## config.mk

```make
export PLATFORM = sky130hd
export DESIGN_NAME = mvau_act_sched
export DESIGN_NICKNAME = d
export VERILOG_FILES = /design/src/rtl/mvau_defn.sv /design/src/rtl/mvau_act_buf.sv /design/src/rtl/mvau_act_sched.sv
export SDC_FILE = /design/constraint.sdc
export NUM_CORES = 1
export LEC_CHECK = 0
export CORE_ASPECT_RATIO = 1.1
export CORE_MARGIN = 2
export CORE_UTILIZATION = 50
export CTS_CLUSTER_DIAMETER = 40
export DETAILED_ROUTE_END_ITERATION = 16
export PLACE_DENSITY = 0.83
export SLEW_MARGIN = 20
export SYNTH_ARGS = -nofsm -noshare
export SYNTH_HDL_FRONTEND = slang
export SYNTH_SLANG_ARGS = --single-unit
export TNS_END_PERCENT = 100
```

## constraint.sdc

```tcl
create_clock -name clk -period 1.7 [get_ports clk]
set_input_delay 0.255 -clock clk [delete_from_list [all_inputs] [get_ports clk]]
set_output_delay 0.255 -clock clk [all_outputs]
set_load 0.01 [all_outputs]
```

## src/rtl/mvau_defn.sv

```systemverilog
// Shared definitions for the MVAU activation scheduler: lane geometry, FSM state and word type.
package mvau_defn;
   localparam int SIMD  = 4;
   localparam int TSrcI = 4;
   localparam int TI    = SIMD * TSrcI;

   typedef enum logic {FILL = 1'b0, REPLAY = 1'b1} sched_state_t;

   typedef logic [TI-1:0] act_word_t;

   // Counter/address width that never collapses to zero bits.
   function automatic int clog2_min1(input int n);
      return (n > 1) ? $clog2(n) : 1;
   endfunction
endpackage

```

## src/rtl/mvau_act_buf.sv

```systemverilog
// Activation word buffer: one synchronous write port, one combinational read port.
// Depth is rounded up to a power of two so every address value maps to a real entry.
module mvau_act_buf
   import mvau_defn::*;
#(
   parameter int AW = 2
) (
   input  logic            clk,
   input  logic            i_wr_en,
   input  logic [AW-1:0]   i_wr_addr,
   input  logic [TI-1:0]   i_wr_data,
   input  logic [AW-1:0]   i_rd_addr,
   output logic [TI-1:0]   o_rd_data
);
   act_word_t r_mem [2**AW];

   // Write port; contents are intentionally not reset.
   always_ff @(posedge clk) begin
      if (i_wr_en) begin
         r_mem[i_wr_addr] <= i_wr_data;
      end
   end

   assign o_rd_data = r_mem[i_rd_addr];
endmodule

```

## src/rtl/mvau_act_sched.sv

```systemverilog
// Input-activation scheduler: buffers SF words per vector and replays them NF times with weight addresses.
// Optional MVAU_SCHED_PERF_EN adds saturating stall_cnt / vec_cnt performance counters.
module mvau_act_sched
   import mvau_defn::*;
#(
   parameter int  SF           = 4,
   parameter int  NF           = 3,
   localparam int WMEM_ADDR_BW = clog2_min1(SF * NF)
) (
   input  logic                    clk,
   input  logic                    rst_n,
   input  logic [TI-1:0]           in_act,
   input  logic                    in_v,
   output logic                    in_rdy,
   output logic [TI-1:0]           act_out,
   output logic                    act_v,
   input  logic                    act_rdy,
   output logic [WMEM_ADDR_BW-1:0] wmem_addr,
   output logic                    sf_last,
   output logic                    nf_last
`ifdef MVAU_SCHED_PERF_EN
   ,
   output logic [31:0]             stall_cnt,
   output logic [31:0]             vec_cnt
`endif
);
   localparam int SF_BW = clog2_min1(SF);
   localparam int NF_BW = clog2_min1(NF);

   sched_state_t          r_state;
   logic [SF_BW-1:0]      r_sf;
   logic [NF_BW-1:0]      r_nf;
   logic                  r_act_v;
   act_word_t             r_act_out;
   logic [WMEM_ADDR_BW-1:0] r_wmem_addr;
   logic                  r_sf_last;
   logic                  r_nf_last;

   logic                  w_adv;
   logic                  w_fill;
   logic                  w_issue;
   logic                  w_sf_end;
   logic                  w_nf_end;
   logic                  w_wr_en;
   act_word_t             w_buf_rd;
   logic [WMEM_ADDR_BW-1:0] w_addr;

   assign w_adv    = !r_act_v || act_rdy;
   assign w_fill   = (r_state == FILL);
   assign in_rdy   = w_fill && w_adv;
   assign w_wr_en  = in_rdy && in_v;
   // In FILL a word issues only on an accepted input; REPLAY issues whenever the output can advance.
   assign w_issue  = w_fill ? w_wr_en : w_adv;
   assign w_sf_end = (r_sf == SF_BW'(SF - 1));
   assign w_nf_end = (r_nf == NF_BW'(NF - 1));
   assign w_addr   = WMEM_ADDR_BW'(32'(r_nf) * 32'(SF) + 32'(r_sf));

   mvau_act_buf #(.AW(SF_BW)) u_buf (
      .clk       (clk),
      .i_wr_en   (w_wr_en),
      .i_wr_addr (r_sf),
      .i_wr_data (in_act),
      .i_rd_addr (r_sf),
      .o_rd_data (w_buf_rd)
   );

   // Sequencing FSM, fold counters and the single output register stage.
   always_ff @(posedge clk) begin
      if (!rst_n) begin
         r_state     <= FILL;
         r_sf        <= '0;
         r_nf        <= '0;
         r_act_v     <= 1'b0;
         r_act_out   <= '0;
         r_wmem_addr <= '0;
         r_sf_last   <= 1'b0;
         r_nf_last   <= 1'b0;
      end else if (w_adv) begin
         r_act_v <= w_issue;
         if (w_issue) begin
            r_act_out   <= w_fill ? in_act : w_buf_rd;
            r_wmem_addr <= w_addr;
            r_sf_last   <= w_sf_end;
            r_nf_last   <= w_nf_end;
            if (w_sf_end) begin
               r_sf <= '0;
               if (w_nf_end) begin
                  r_nf    <= '0;
                  r_state <= FILL;
               end else begin
                  r_nf    <= r_nf + NF_BW'(1);
                  r_state <= REPLAY;
               end
            end else begin
               r_sf <= r_sf + SF_BW'(1);
            end
         end
      end
   end

   assign act_v     = r_act_v;
   assign act_out   = r_act_out;
   assign wmem_addr = r_wmem_addr;
   assign sf_last   = r_sf_last;
   assign nf_last   = r_nf_last;

`ifdef MVAU_SCHED_PERF_EN
   logic [31:0] r_stall_cnt;
   logic [31:0] r_vec_cnt;

   // Saturating stall and completed-vector counters.
   always_ff @(posedge clk) begin
      if (!rst_n) begin
         r_stall_cnt <= 32'd0;
         r_vec_cnt   <= 32'd0;
      end else begin
         if (r_act_v && !act_rdy && (r_stall_cnt != 32'hFFFF_FFFF)) begin
            r_stall_cnt <= r_stall_cnt + 32'd1;
         end
         if (w_issue && w_sf_end && w_nf_end && (r_vec_cnt != 32'hFFFF_FFFF)) begin
            r_vec_cnt <= r_vec_cnt + 32'd1;
         end
      end
   end

   assign stall_cnt = r_stall_cnt;
   assign vec_cnt   = r_vec_cnt;
`endif
endmodule

```

After elaboration in Yosys (flattened, before gate mapping)
Memories as Yosys holds them, arrays and structs flattened. A register that Yosys moved wholly into a read port is not among the register bits.
Cells that the tools add are included.
{"block": "op_classes", "n_reduce_logical": 7, "add_sub_neg": 3, "n_mux": 6, "bitwise_logic": 1, "n_eq_ne": 2}
{"operator": "$add 2x1->2 const B", "count": 2}
{"operator": "$add 4x2->4", "count": 1}
{"operator": "$eq 2x2->1 const B", "count": 2}
{"operator": "$mux 1", "count": 4}
{"operator": "$mux 2", "count": 2}
{"operator": "$reduce_and 3->1", "count": 1}
{"operator": "$logic_and 1x1->1", "count": 2}
{"operator": "$logic_not 1->1", "count": 2}
{"operator": "$reduce_and 2->1", "count": 1}
{"operator": "$logic_or 1x1->1", "count": 1}
{"operator": "$not 1->1", "count": 1}
{"block": "word_totals", "output_inout_bits": 24, "mem_bits_rw": 64, "register_bits": 12, "in_bits": 20, "word_cells": 27, "memories": 1}
{"memory": "u_buf.r_mem", "depth": 4, "width": 16, "rd": 1, "rd_ports_with_merged_regs": 1, "wr": 1, "line": "mvau_act_buf.sv:15", "text": "act_word_t r_mem [2**AW];"}

Logic depth before layout (Yosys ltp)
{"block": "logic_depth", "ltp_word": 6, "mapped_depth": 6, "ltp_nobuf": 4}

By module
A second synthesis with hierarchy kept.
{"block": "hier_totals", "cells_unflattened": 220, "hier_area_um2": 3619.7}
{"mod": "mvau_act_buf", "instances": 1, "seq_area_each_um2": 1921.8, "cells_per_inst": 88, "area_each_um2": 2377.3}
{"mod": "mvau_act_sched", "instances": 1, "seq_area_each_um2": 560.5, "cells_per_inst": 132, "area_each_um2": 1242.4}

Least setup slack after synthesis
Ideal clock, no wire load.
{"block": "synth_timing", "path_type": "register -> register", "from": "register r_act_v, in the netlist act_v", "to": "memory u_buf.r_mem[3][0] in the netlist's numbering, enable pin", "t_required_ns": 1.326, "arrival_ns": 1.406, "synth_period_minus_slack_ns": 1.780, "n_path_buf": 1, "setup_slack_ns": -0.080, "stages_incl_launch_ff": 5, "setup_ns": 0.374, "path_cell_list": "dfxtp_1 -> nor2b_1 -> buf_2 -> nor2_1 -> and3_1"}
{"block": "synth_via", "elab_chain_cells": 6}
{"item": "from (decl)", "line": "mvau_act_sched.sv:33", "text": "logic r_act_v;"}
{"item": "from (signal assigned)", "line": "mvau_act_sched.sv:79", "text": "r_act_v <= w_issue;"}
{"item": "$logic_not 1->1", "line": "mvau_act_sched.sv:48", "text": "assign w_adv = !r_act_v || act_rdy;"}
{"item": "$logic_or 1x1->1", "line": "mvau_act_sched.sv:48"}
{"item": "$logic_and 1x1->1", "line": "mvau_act_sched.sv:50", "text": "assign in_rdy = w_fill && w_adv;"}
{"item": "via in_rdy", "line": "mvau_act_sched.sv:14", "text": "output logic in_rdy,"}
{"item": "$logic_and 1x1->1", "line": "mvau_act_sched.sv:51", "text": "assign w_wr_en = in_rdy && in_v;"}
{"item": "$mux 1", "line": "mvau_act_buf.sv:19", "text": "if (i_wr_en) begin"}
{"item": "$mux 1 (implied by the code)", "line": "mvau_act_buf.sv:20", "text": "r_mem[i_wr_addr] <= i_wr_data;"}
{"item": "to (decl)", "line": "mvau_act_buf.sv:15"}
The timed path passes the listed nets, and every way through them passes these cells.

Worst setup path in the final report
{"block": "layout_timing", "from": "register r_act_v, in the netlist act_v", "to": "output port in_rdy"}
{"block": "layout_via", "elab_chain_cells": 3}
{"item": "$logic_not 1->1", "line": "mvau_act_sched.sv:48"}
{"item": "$logic_or 1x1->1", "line": "mvau_act_sched.sv:48"}
{"item": "$logic_and 1x1->1", "line": "mvau_act_sched.sv:50"}
{"item": "to (decl)", "line": "mvau_act_sched.sv:14"}
No other way between the ends.

==> reports/qor.csv <==
stage,metric,value,unit
outcome,outcome,completed,
routing,DR DRC count,0,
min_path,WHS Path Cells,2,
power,Worst VDD drop,0.754,mV
power,clock group share of total power,0.328,
worst_setup_path,FF-to-FF Start,r_sf[0],
clock_tree,postcts setup bufs,0,
yosys,Synth top area share,0.514,
timing,period utilization,0.932,
yosys,Synth cell types,29,
yosys,Ys Warns,0,
worst_setup_path,R2R Setup Slk,0.19,ns
place,RD Place Congestion,0.768,
yosys,sequential share of the synthesized area,0.664,
routing,met3 wire len,379,um
yosys,mapped cell area,3740,um^2
routing,First-pass DRT Iterations,4,
place,I/O Buffers,43,
grt,grt total ovfl,0,
grt,global-route usage over all layers,0.196,
floorplan,# IOs,44,
timing,Final setup viols,0,
timing,"Min Clock Period, post-route",1.58,ns
power,pwr/cell area,975,nW/um^2
yosys,Syn Inst Count,245,
power,Net Sw Frac,0.236,
floorplan,die span in x,86.4,um
worst_setup_path,crit-path max FO,3,
worst_setup_path,crit path kind,reg2out,
grt,first-pass GRT wire length,11900,um
routing,uppermost layer routed,met4,
layout,FILL cells,530,
power,Leakage,1.64,nW
worst_setup_path,crit end category,primary output,
layout,Area Overhead vs Synth,23.0,%
timing,Max Freq,631,MHz
power,net switching power,1.06,mW
power,Comb power frac,0.109,
clock_tree,Max clock buf depth,2,
timing,unrepaired setup endpoints after global routing,false,
clock_tree,clock sink count,92,
yosys,synthesized net count,269,
clock_tree,H-tree levels,3,
routing,vias,2266,
floorplan,Initial Utilization,0.508,
place,placed cell count,375,
min_path,Worst Hold End,wmem_addr[3],
timing,Max Slew Vio Count,0,
clock_tree,CTS buffer count,9,
grt,largest net degree at the start of global routing,29,
routing,met2 wire length,3910,um
routing,WL final,7360,um
yosys,Syn Area/Cell,15.2,um^2
place,DP HPWL,4840,um
grt,vias in the first global route,2384,
grt,initial antenna violation count,0,
worst_setup_path,Critical Path RT,1.44,ns
timing,clock skew,0.0131,ns
clock_tree,cts hold-fix bufs,0,
clock_tree,Worst-path clk slew,0.10,ns
layout,diode count,0,
timing,Least-Margin Pin Slew,0.320,ns
floorplan,die area,8180,um^2
power,Seq pwr share,0.563,
yosys,number of synthesized register bits,92,
min_path,min-delay worst type,reg2reg,
timing,final hold vios,0,
yosys,"area leader, netlist",edfxtp_1,
yosys,Area contributors post-synth,"edfxtp_1, dfxtp_1, mux4_1",
min_path,critical hold path startpoint,wmem_addr[3],
routing,wire length on met1,2970,um
floorplan,cell row count,33,
timing,Slew headroom,0.787,
routing,detailed-route wire length per cell,18.8,um
job,max cap viols,0,
clock_tree,clock root buffer,clkbuf_8,
worst_setup_path,CP arrival,1.33,ns
layout,ratio of cells with drive above 1 in the final layout,0.174,
clock_tree,CTS tree,yes,
routing,via/cell ratio,5.80,
layout,final cell count without fillers,391,
worst_setup_path,Crit Reg-Reg Endpoint,u_buf.r_mem[0][3],
routing,ANT nets after route,0,
worst_setup_path,startpoint class of the critical path,flip-flop,
layout,Final nets,323,
clock_tree,latest clock arrival within the worst-skew pair,0.36,ns
floorplan,Die Y,94.7,um
floorplan,Core Region,7350,um^2
layout,post-layout utilization of the core,0.625,
routing,DRT iter0 DRCs,133,
power,cell-internal power,3.42,mW
worst_setup_path,reg2reg path depth,5,
-- power by group through the flow --
stage	combinational, mW	clock, mW	sequential, mW
floorplan	0.254	0	2.58
global placement	0.474	0	2.57
detailed placement	0.490	0	2.57
CTS	0.494	1.49	2.52
global route	0.528	1.61	2.53
finish	0.488	1.47	2.52
-- placed cells by master (no fill, tap or decap), types with 2 or more instances in the layout --
| cell type | Yosys | final |
|---|---|---|
| a21oi_1 | 10 | 10 |
| and3_2 | 0 | 4 |
| buf_12 | 1 | 7 |
| buf_4 | 0 | 10 |
| clkbuf_8 | 0 | 9 |
| clkdlybuf4s50_1 | 0 | 42 |
| clkinv_1 | 0 | 2 |
| dfxtp_1 | 28 | 28 |
| edfxtp_1 | 64 | 64 |
| ha_1 | 4 | 4 |
| inv_1 | 37 | 37 |
| mux4_1 | 9 | 9 |
| mux4_2 | 7 | 7 |
| nand3_1 | 7 | 7 |
| nand4_1 | 3 | 3 |
| nor2_1 | 3 | 3 |
| o211ai_1 | 16 | 16 |
| o21ai_0 | 8 | 8 |
| o221ai_1 | 9 | 9 |
| o221ai_2 | 7 | 7 |
| o31ai_1 | 2 | 2 |
-- layer usage --
metal	vias up	global-route usage
met4	0	0.121
met3	10	0.0367
li1	1059	-
met5	-	0
met2	77	0.326
met1	1120	0.237
-- metrics by stage --
stage	setup TNS [ns]	hold WS [ns]	area, um^2	power (mW)	worst slack [ns]
finish	0	0.480	4590	4.48	0.116
global route	0	0.509	4590	4.66	0.0562
CTS	0	0.484	4590	4.51	0.0980
detailed placement	-5.30	0.471	4400	3.06	-0.114
global placement	-5.18	0.465	4400	3.04	-0.116
floorplan	0	0.354	3740	2.83	0.0938
-- cell families after synthesis --
| kind of cell | after synthesis | synth area share |
|---|---|---|
| AOI/OAI and AO/OA | 54 | 0.115 |
| adders and majority gates | 4 | 0.0134 |
| buffers and inverters | 54 | 0.0640 |
| DFF | 92 | 0.664 |
| muxes | 16 | 0.105 |
| and+or+nand+nor | 25 | 0.0382 |
-- cells in the mapped netlist, drive strengths merged --
cell    count
o311a       1
edfxtp     64
dfxtp      28
buf        12
o211ai     16
ha          4
o221ai     16
mux4       16
nor2b       2
or4         1
nor3        1
inv        37
nand4       3
nand4b      1
nor2        4
nand2b      1
nand3       7
o21ai       8
o31ai       2
and3        4
a31o        1
a21oi      10
or2         1
clkbuf      5
-- layout make-up --
class | instances | area (um^2) | area share
Clock inverter | 7 | 73.8 | 0.0161
Multi-Input combinational cell | 99 | 1020 | 0.222
Inverter | 37 | 139 | 0.0302
Tap cell | 87 | 109 | 0.0237
Timing Repair Buffer | 60 | 644 | 0.140
Clock buffer | 9 | 124 | 0.0270
Sequential cell | 92 | 2480 | 0.540
-- worst max-delay path, cell delays in order, from the launching register on --
cell	delay, ns
dfxtp_1	0.33
nor2b_2	0.15
nor2_1	0.16
dlygate4sd2_1	0.32
-- registers in the layout, summed over array words and instances, names as in the netlist --
signal / cells
r_nf: 2
u_buf.r_mem: 64
act_out: 16
nf_last: 1
r_sf: 2
wmem_addr: 4
act_v: 1
r_state: 1
sf_last: 1
-- repair_timing --
item	4_1_cts	5_1_grt
endpoints found under the setup margin	1	0
gates resized for setup	1	0
endpoints found under the hold margin	0	0
-- worst max-delay path by stage --
stage	slack (ns)	cells past startpoint	endpoint	start
5_1_grt	0.06	3	in_rdy	act_v
4_1_cts	0.1	3	in_rdy	act_v
6_report	0.12	3	in_rdy	act_v
2_1_floorplan	0.09	4	u_buf.r_mem[0][0]	act_v
3_5_place_dp	-0.11	4	in_rdy	act_rdy
3_3_place_gp	-0.12	4	in_rdy	act_rdy
Note: power is estimated with default switching activity, not from simulation.
